--- src/rtl/ads124x_ts_framer_pkg.sv ---
// Shared widths, beat encodings and the FIFO entry layout for the ADS124x timestamp framer.
package ads124x_pkg;

    localparam int SAMPLE_W = 32;
    localparam int TS_W     = 32;
    localparam int ENTRY_W  = 96;

    typedef enum logic [1:0] {
        BEAT_SEC  = 2'd0,
        BEAT_SUB  = 2'd1,
        BEAT_DATA = 2'd2
    } beat_e;

    typedef struct packed {
        logic [TS_W-1:0]     sec;
        logic [TS_W-1:0]     subsec;
        logic [SAMPLE_W-1:0] sample;
    } entry_t;

endpackage

--- src/rtl/ads124x_ts_framer_if.sv ---
// AXI-Stream style beat bundle used for both the sample input and the packet output.
interface ads124x_ts_framer_if #(
    parameter int W = 32
) ();
    logic [W-1:0] tdata;
    logic         tvalid;
    logic         tready;
    logic         tlast;

    modport master (output tdata, output tvalid, output tlast, input  tready);
    modport slave  (input  tdata, input  tvalid, input  tlast, output tready);
endinterface

--- src/rtl/ads124x_ts_framer_fifo.sv ---
// Synchronous first-word-fall-through FIFO with registered full/empty/level and wrap-bit pointers.
module ads124x_ts_fifo #(
    parameter int DEPTH = 16,
    parameter int W     = 96
) (
    input  logic                     i_clk,
    input  logic                     i_rst,
    input  logic                     i_push,
    input  logic [W-1:0]             i_wdata,
    input  logic                     i_pop,
    output logic [W-1:0]             o_rdata,
    output logic                     o_full,
    output logic                     o_empty,
    output logic [$clog2(DEPTH):0]   o_level
);
    localparam int           AW       = $clog2(DEPTH);
    localparam logic [AW:0]  ONE      = (AW+1)'(1);
    localparam logic [AW:0]  LVL_FULL = (AW+1)'(DEPTH);

    logic [W-1:0] r_mem [DEPTH];
    logic [AW:0]  r_wptr, r_rptr, r_level;
    logic         r_full, r_empty;
    logic         w_wr, w_rd;
    logic [AW:0]  w_level_nxt;

    // Guarded by the registered flags, so a pop at full never frees room for a same-cycle push.
    assign w_wr = i_push & ~r_full;
    assign w_rd = i_pop  & ~r_empty;

    always_comb begin
        w_level_nxt = r_level;
        case ({w_wr, w_rd})
            2'b10:   w_level_nxt = r_level + ONE;
            2'b01:   w_level_nxt = r_level - ONE;
            default: ;
        endcase
    end

    always_ff @(posedge i_clk) begin
        if (i_rst) begin
            r_wptr  <= '0;
            r_rptr  <= '0;
            r_level <= '0;
            r_full  <= 1'b0;
            r_empty <= 1'b1;
        end else begin
            if (w_wr) r_wptr <= r_wptr + ONE;
            if (w_rd) r_rptr <= r_rptr + ONE;
            r_level <= w_level_nxt;
            r_full  <= (w_level_nxt == LVL_FULL);
            r_empty <= (w_level_nxt == '0);
        end
    end

    always_ff @(posedge i_clk) begin
        if (w_wr) r_mem[r_wptr[AW-1:0]] <= i_wdata;
    end

    assign o_rdata = r_mem[r_rptr[AW-1:0]];
    assign o_full  = r_full;
    assign o_empty = r_empty;
    assign o_level = r_level;

endmodule

--- src/rtl/ads124x_ts_framer.sv ---
// Tags each ADS124x conversion with a PPS-disciplined {sec, subsec} stamp, buffers it and
// emits it as a 3-beat packet (sec, subsec, sample+tlast). Input never stalls; overflow is counted.
module ads124x_ts_framer
    import ads124x_pkg::*;
#(
    parameter int FIFO_DEPTH = 16,
    parameter int DROP_W     = 16
) (
    input  logic                          aclk,
    input  logic                          areset,
    input  logic                          enable,
    input  logic                          pps,
    ads124x_ts_framer_if.slave            s_axis,
    ads124x_ts_framer_if.master           m_axis,
    output logic [DROP_W-1:0]             drop_count,
    output logic [$clog2(FIFO_DEPTH):0]   fifo_level
);
    logic              r_sync1, r_pps_s, r_pps_d;
    logic [TS_W-1:0]   r_sec_cnt, r_sub_cnt;
    logic              r_s_ready;
    logic [DROP_W-1:0] r_drop;
    beat_e             r_beat, w_beat_nxt;

    logic              w_pps_edge, w_accept, w_push, w_drop, w_pop, w_hs;
    logic              w_full, w_empty;
    entry_t            w_wentry, w_head;
    logic [31:0]       w_tdata;
    logic              w_tlast;

    assign w_pps_edge = r_pps_s & ~r_pps_d;

    always_ff @(posedge aclk) begin
        if (areset) begin
            r_sync1   <= 1'b0;
            r_pps_s   <= 1'b0;
            r_pps_d   <= 1'b0;
            r_sec_cnt <= '0;
            r_sub_cnt <= '0;
        end else begin
            r_sync1 <= pps;
            r_pps_s <= r_sync1;
            r_pps_d <= r_pps_s;
            if (w_pps_edge) begin
                r_sec_cnt <= r_sec_cnt + 32'd1;
                r_sub_cnt <= '0;
            end else if (r_sub_cnt != '1) begin
                r_sub_cnt <= r_sub_cnt + 32'd1;
            end
        end
    end

    // Stamp uses the counters as they stand during the accept cycle, before any PPS update.
    assign w_accept = s_axis.tvalid & r_s_ready;
    assign w_push   = w_accept & enable & ~w_full;
    assign w_drop   = w_accept & enable &  w_full;
    assign w_wentry = '{sec: r_sec_cnt, subsec: r_sub_cnt, sample: s_axis.tdata};

    always_ff @(posedge aclk) begin
        if (areset) begin
            r_s_ready <= 1'b0;
            r_drop    <= '0;
        end else begin
            r_s_ready <= 1'b1;
            if (w_drop && r_drop != '1) r_drop <= r_drop + DROP_W'(1);
        end
    end

    ads124x_ts_fifo #(
        .DEPTH (FIFO_DEPTH),
        .W     (ENTRY_W)
    ) u_fifo (
        .i_clk   (aclk),
        .i_rst   (areset),
        .i_push  (w_push),
        .i_wdata (w_wentry),
        .i_pop   (w_pop),
        .o_rdata (w_head),
        .o_full  (w_full),
        .o_empty (w_empty),
        .o_level (fifo_level)
    );

    assign w_hs  = ~w_empty & m_axis.tready;
    assign w_pop = w_hs & (r_beat == BEAT_DATA);

    always_ff @(posedge aclk) begin
        if (areset) r_beat <= BEAT_SEC;
        else        r_beat <= w_beat_nxt;
    end

    // The head entry stays put until its last beat is taken, which keeps stalled beats stable.
    always_comb begin
        w_beat_nxt = r_beat;
        w_tdata    = '0;
        w_tlast    = 1'b0;
        if (!w_empty) begin
            case (r_beat)
                BEAT_SEC:  w_tdata = w_head.sec;
                BEAT_SUB:  w_tdata = w_head.subsec;
                BEAT_DATA: begin
                    w_tdata = w_head.sample;
                    w_tlast = 1'b1;
                end
                default:   ;
            endcase
        end
        if (w_hs) begin
            case (r_beat)
                BEAT_SEC: w_beat_nxt = BEAT_SUB;
                BEAT_SUB: w_beat_nxt = BEAT_DATA;
                default:  w_beat_nxt = BEAT_SEC;
            endcase
        end
    end

    assign s_axis.tready = r_s_ready;
    assign m_axis.tvalid = ~w_empty;
    assign m_axis.tdata  = w_tdata;
    assign m_axis.tlast  = w_tlast;
    assign drop_count    = r_drop;

endmodule

--- src/flat_wrapper.sv ---
// flat-port wrapper written by rule: the top's interface ports become plain ports
module ads124x_ts_framer_flat import ads124x_pkg::*;
#(
    parameter int FIFO_DEPTH = 16,
    parameter int DROP_W     = 16
)
  (aclk, areset, enable, pps, drop_count, fifo_level, s_axis_tdata, s_axis_tvalid, s_axis_tlast, s_axis_tready, m_axis_tdata, m_axis_tvalid, m_axis_tlast, m_axis_tready);
  ads124x_ts_framer_if #(.W(32)) s_axis_i ();
  ads124x_ts_framer_if #(.W(32)) m_axis_i ();
  input  logic aclk;
  input  logic areset;
  input  logic enable;
  input  logic pps;
  output logic [DROP_W-1:0] drop_count;
  output logic [$clog2(FIFO_DEPTH):0] fifo_level;
  input wire logic [$bits(s_axis_i.tdata)-1:0] s_axis_tdata;
  input wire logic [$bits(s_axis_i.tvalid)-1:0] s_axis_tvalid;
  input wire logic [$bits(s_axis_i.tlast)-1:0] s_axis_tlast;
  output wire logic [$bits(s_axis_i.tready)-1:0] s_axis_tready;
  output wire logic [$bits(m_axis_i.tdata)-1:0] m_axis_tdata;
  output wire logic [$bits(m_axis_i.tvalid)-1:0] m_axis_tvalid;
  output wire logic [$bits(m_axis_i.tlast)-1:0] m_axis_tlast;
  input wire logic [$bits(m_axis_i.tready)-1:0] m_axis_tready;
  assign s_axis_i.tdata = s_axis_tdata;
  assign s_axis_i.tvalid = s_axis_tvalid;
  assign s_axis_i.tlast = s_axis_tlast;
  assign s_axis_tready = s_axis_i.tready;
  assign m_axis_tdata = m_axis_i.tdata;
  assign m_axis_tvalid = m_axis_i.tvalid;
  assign m_axis_tlast = m_axis_i.tlast;
  assign m_axis_i.tready = m_axis_tready;
  ads124x_ts_framer #(.FIFO_DEPTH(FIFO_DEPTH), .DROP_W(DROP_W)) u_core (.aclk(aclk), .areset(areset), .enable(enable), .pps(pps), .s_axis(s_axis_i), .m_axis(m_axis_i), .drop_count(drop_count), .fifo_level(fifo_level));
endmodule
--- config.mk ---
export PLATFORM = sky130hd
export DESIGN_NAME = ads124x_ts_framer_flat
export DESIGN_NICKNAME = d
export VERILOG_FILES = /design/src/rtl/ads124x_ts_framer_pkg.sv /design/src/rtl/ads124x_ts_framer_if.sv /design/src/rtl/ads124x_ts_framer_fifo.sv /design/src/rtl/ads124x_ts_framer.sv /design/src/flat_wrapper.sv
export SDC_FILE = /design/constraint.sdc
export NUM_CORES = 1
export LEC_CHECK = 0
export CAP_MARGIN = 5
export CORE_MARGIN = 2
export CORE_UTILIZATION = 56
export DETAILED_ROUTE_END_ITERATION = 16
export PLACE_DENSITY_LB_ADDON = 0.2
export SYNTH_ARGS = -nofsm -noshare
export SYNTH_HDL_FRONTEND = slang
export SYNTH_SLANG_ARGS = --single-unit
--- constraint.sdc ---
create_clock -name aclk -period 15.7 [get_ports aclk]
set_input_delay 3.14 -clock aclk [delete_from_list [all_inputs] [get_ports aclk]]
set_output_delay 3.14 -clock aclk [all_outputs]
set_load 0.01 [all_outputs]
==> results.tsv <==
stage	metric	value	unit
die	# rows	123	
grt	first-pass GRT wire length	221000	µm
run_status	status	finished, final reports clean	
job	max-cap violations	0	
setup_path	worst path arrival time	6270	ps
die	full die area	117000	µm²
cts	Root Buffer Master	clkbuf_16	
pwr	Tot Pwr	8.65	mW
timing	post-route clock skew	20.3	ps
timing	crit path time final	9410	ps
drt	1st-pass router iterations	5	
die	Die X	342	µm
synth	synth warn	0	
pwr	IR drop worst, VDD	0.000106	V
cells_and_area	area of the multi-input gates	14700	µm²
setup_path	Max stage delay cell, worst path	dfxtp_4	
grt	vias in the first global route	34000	
synth	top cell type's share of synthesized area	0.721	
timing	final setup violating endpoints	0	
drt	DRC	0	
setup_path	crit path cell chain	buf_4, buf_4, buf_12, mux4_2, mux2i_1, o22ai_1, a311oi_1, nand2_1, clkdlybuf4s50_1	
drt	final WL	151000	µm
cts	hold buffers post-CTS	0	
die	CORE AREA	113000	µm²
cts	cells resized by post-CTS repair	0	
synth	Synth area leaders	edfxtp_1, mux4_2, mux2i_1	
timing	Setup TNS	0	ps
synth	Yosys reg bits	1641	
synth	synth cell count leaders	edfxtp_1, mux2i_1, mux4_2	
die	Initial Utilization	0.567	
drt	1st-iter DRT viols	3793	
timing	period utilisation layout	0.600	
synth	Synth area leader	edfxtp_1	
grt	GRT Total Usage	0.260	
cts	CTS tree	built	
synth	multiplexer share of the synthesized area	0.134	
cts	clk_lat worst skew	760	ps
drt	wire per inst	29.2	µm
pwr	Lkg Pwr	22.1	nW
cts	H-tree levels	4	
die	Die Ht	342	µm
setup_path	Worst EP required	12560	ps
grt	initial antenna violation count	6	
cells_and_area	nets	3570	
synth	largest family of logic cells by synthesized area	multiplexers	
timing	max-slew violation count	0	
synth	Cell variety after synth	71	
drt	Avg Vias per Cell	6.45	
grt	largest net degree at the start of global routing	120	
cts	Clock Path Buffers	3	
cts	clk sinks	1641	
drt	Antenna Nets Post-Route	0	
synth	Synth Area in Adders	0.00215	
cells_and_area	Area Growth Syn to Fin	12.2	%
grt	gr ovfl total	0	
pwr	pwr/cell area	120	nW/µm²
cts	TritonCTS Buffers	165	
synth	Synth Area per Inst	18.9	µm²
synth	Async SR Flop Fraction	0	
cells_and_area	final core occ	0.636	
setup_path	crit start category	register	
place	PortBufs	93	
setup_path	Setup CP Type	reg2out	
synth	Primary FF master, synth	edfxtp_1	
synth	Mapped Cells	3389	
synth	count leader, synth	edfxtp_1	
synth	Synth Area in XOR/XNOR	0.00699	
timing	Final Hold Viols	0	
cells_and_area	n_diodes	0	
synth	Compound-Gate Fraction of Synth Area	0.0484	
synth	sequential share of the synthesized area	0.754	
drt	Via Count	33300	
timing	max frequency	106	MHz
worst_hold_path	HP Class	reg2reg	
synth	synthesized cell area	63900	µm²
place	detailed placer's ending HPWL	76300	µm
timing	max_slew headroom	0.136	
timing	RSZ-0062 raised after global routing	no	
synth	number of flops mapped to enable cells by yosys	1536	
synth	simple-gate share of the synthesized area	0.0366	
cells_and_area	share of cells above drive strength 1	0.171	
place	RePlAce Congestion	0.821	
timing	Worst-Margin Slew	1300	ps
synth	total nets after synthesis	3439	
cts	clk slew on worst S/H paths	60	ps
cells_and_area	fill count	7568	
cells_and_area	register area	48200	µm²
setup_path	crit path capture type	primary output	
setup_path	top fanout value on the critical path	105	
setup_path	Critical Path Max Stage Delay	770	ps
cts	Post-CTS Setup Inserts	0	
die	I/O pin cnt	95	
setup_path	Crit path top cell by count	buf_4	
==> cells in the final DEF (no fill, tap or decap), types with 14 or more instances in the layout <==
cell / netlist / layout
xor2_1: 40 / 40
a211oi_1: 14 / 14
or4_1: 21 / 21
mux2_2: 52 / 52
o21ai_1: 29 / 30
o21ai_0: 52 / 51
nand2_1: 103 / 101
clkbuf_16: 0 / 172
o22ai_1: 66 / 66
and3_1: 15 / 14
buf_4: 25 / 56
nand4_1: 28 / 28
mux2i_1: 277 / 277
nor2b_1: 21 / 20
clkinv_1: 1 / 33
a221oi_1: 49 / 49
a22oi_1: 18 / 18
nand2b_1: 33 / 33
clkinv_2: 0 / 29
o31ai_1: 25 / 25
or3_1: 20 / 20
a311oi_1: 17 / 17
mux4_2: 232 / 232
nor3_1: 26 / 22
nor2_1: 117 / 104
a21oi_1: 101 / 101
nand3_1: 28 / 27
dfxtp_1: 105 / 101
clkbuf_1: 71 / 36
edfxtp_1: 1536 / 1536
clkdlybuf4s50_1: 0 / 92
==> layer usage <==
| metal | vias to the layer above | global-route usage | wire length (µm) |
|---|---|---|---|
| li1 | 14200 | - | - |
| met1 | 17400 | 0.365 | 61200 |
| met2 | 1484 | 0.426 | 74300 |
| met3 | 248 | 0.0418 | 11500 |
| met4 | 2 | 0.0768 | 3710 |
| met5 | - | 0 | 13 |
==> cell type report <==
| cell class | instances | area share |
|---|---|---|
| Sequential cell | 1641 | 0.672 |
| Multi-Input combinational cell | 1538 | 0.205 |
| Clock buffer | 211 | 0.0624 |
| Tap cell | 1500 | 0.0262 |
| Timing Repair Buffer | 159 | 0.0216 |
| Clock inverter | 93 | 0.0113 |
| Inverter | 15 | 0.000820 |
==> sequential cells by signal, indices dropped and copies added, names as in the netlist, 2 cells and up, named ones only <==
name,flops
u_core.drop_count,16
u_core.r_sec_cnt,32
u_core.u_fifo.r_wptr,4
u_core.r_beat,2
u_core.u_fifo.r_mem,1536
u_core.r_sub_cnt,32
u_core.u_fifo.r_rptr,4
u_core.u_fifo.o_level,5
==> logic make-up (layout without fill, tap and decap cells) <==
family	after synthesis	in the layout
AOI/OAI and AO/OA	459	459
xor gates and xnor gates	51	51
adders and majority gates	11	11
buffers and inverters	210	478
DFF	1641	1641
muxes	561	561
and+or+nand+nor	456	456
==> report_power, final <==
part | switching [mW] | leakage, nW | total [mW] | internal [mW]
Sequential | 0.00828 | 14.9 | 4.76 | 4.75
Combinational | 0.0533 | 4.54 | 0.0813 | 0.0280
Clock | 1.60 | 2.58 | 3.81 | 2.20
Total | 1.67 | 22.1 | 8.65 | 6.98
==> stage by stage <==
| step | area (µm²) | hold slack, ps | worst slack, ps | std cells |
|---|---|---|---|---|
| after floorplan | 63900 | 414 | 4730 | 3389 |
| after global placement | 66500 | 483 | 7190 | 4852 |
| after detailed placement | 66500 | 492 | 7090 | 4852 |
| after CTS | 71700 | 501 | 6270 | 5156 |
| after global routing | 71800 | 520 | 5970 | 5157 |
| final | 71800 | 500 | 6290 | 5157 |
==> worst max-delay path, delay by kind of cell, from the launching register on <==
kind | cells | cell delay [ps]
AOI/OAI and AO/OA | 2 | 950
buffers and inverters | 4 | 2620
DFF | 1 | 770
muxes | 2 | 800
and+or+nand+nor | 1 | 140
==> path summary, 6_finish.rpt <==
kind	start	endpoint	slack (ps)	cells after the start
worst max-delay path	register	m_axis_tdata[0]	6290	9
worst min-delay path	u_core.r_pps_s	u_core.r_pps_d	500	1
worst max register to register	u_core.s_axis.tready	u_core.u_fifo.r_mem[6][24]	11560	6
worst min register to register	u_core.r_pps_s	u_core.r_pps_d	500	1
Note: power is estimated with default switching activity, not from simulation.
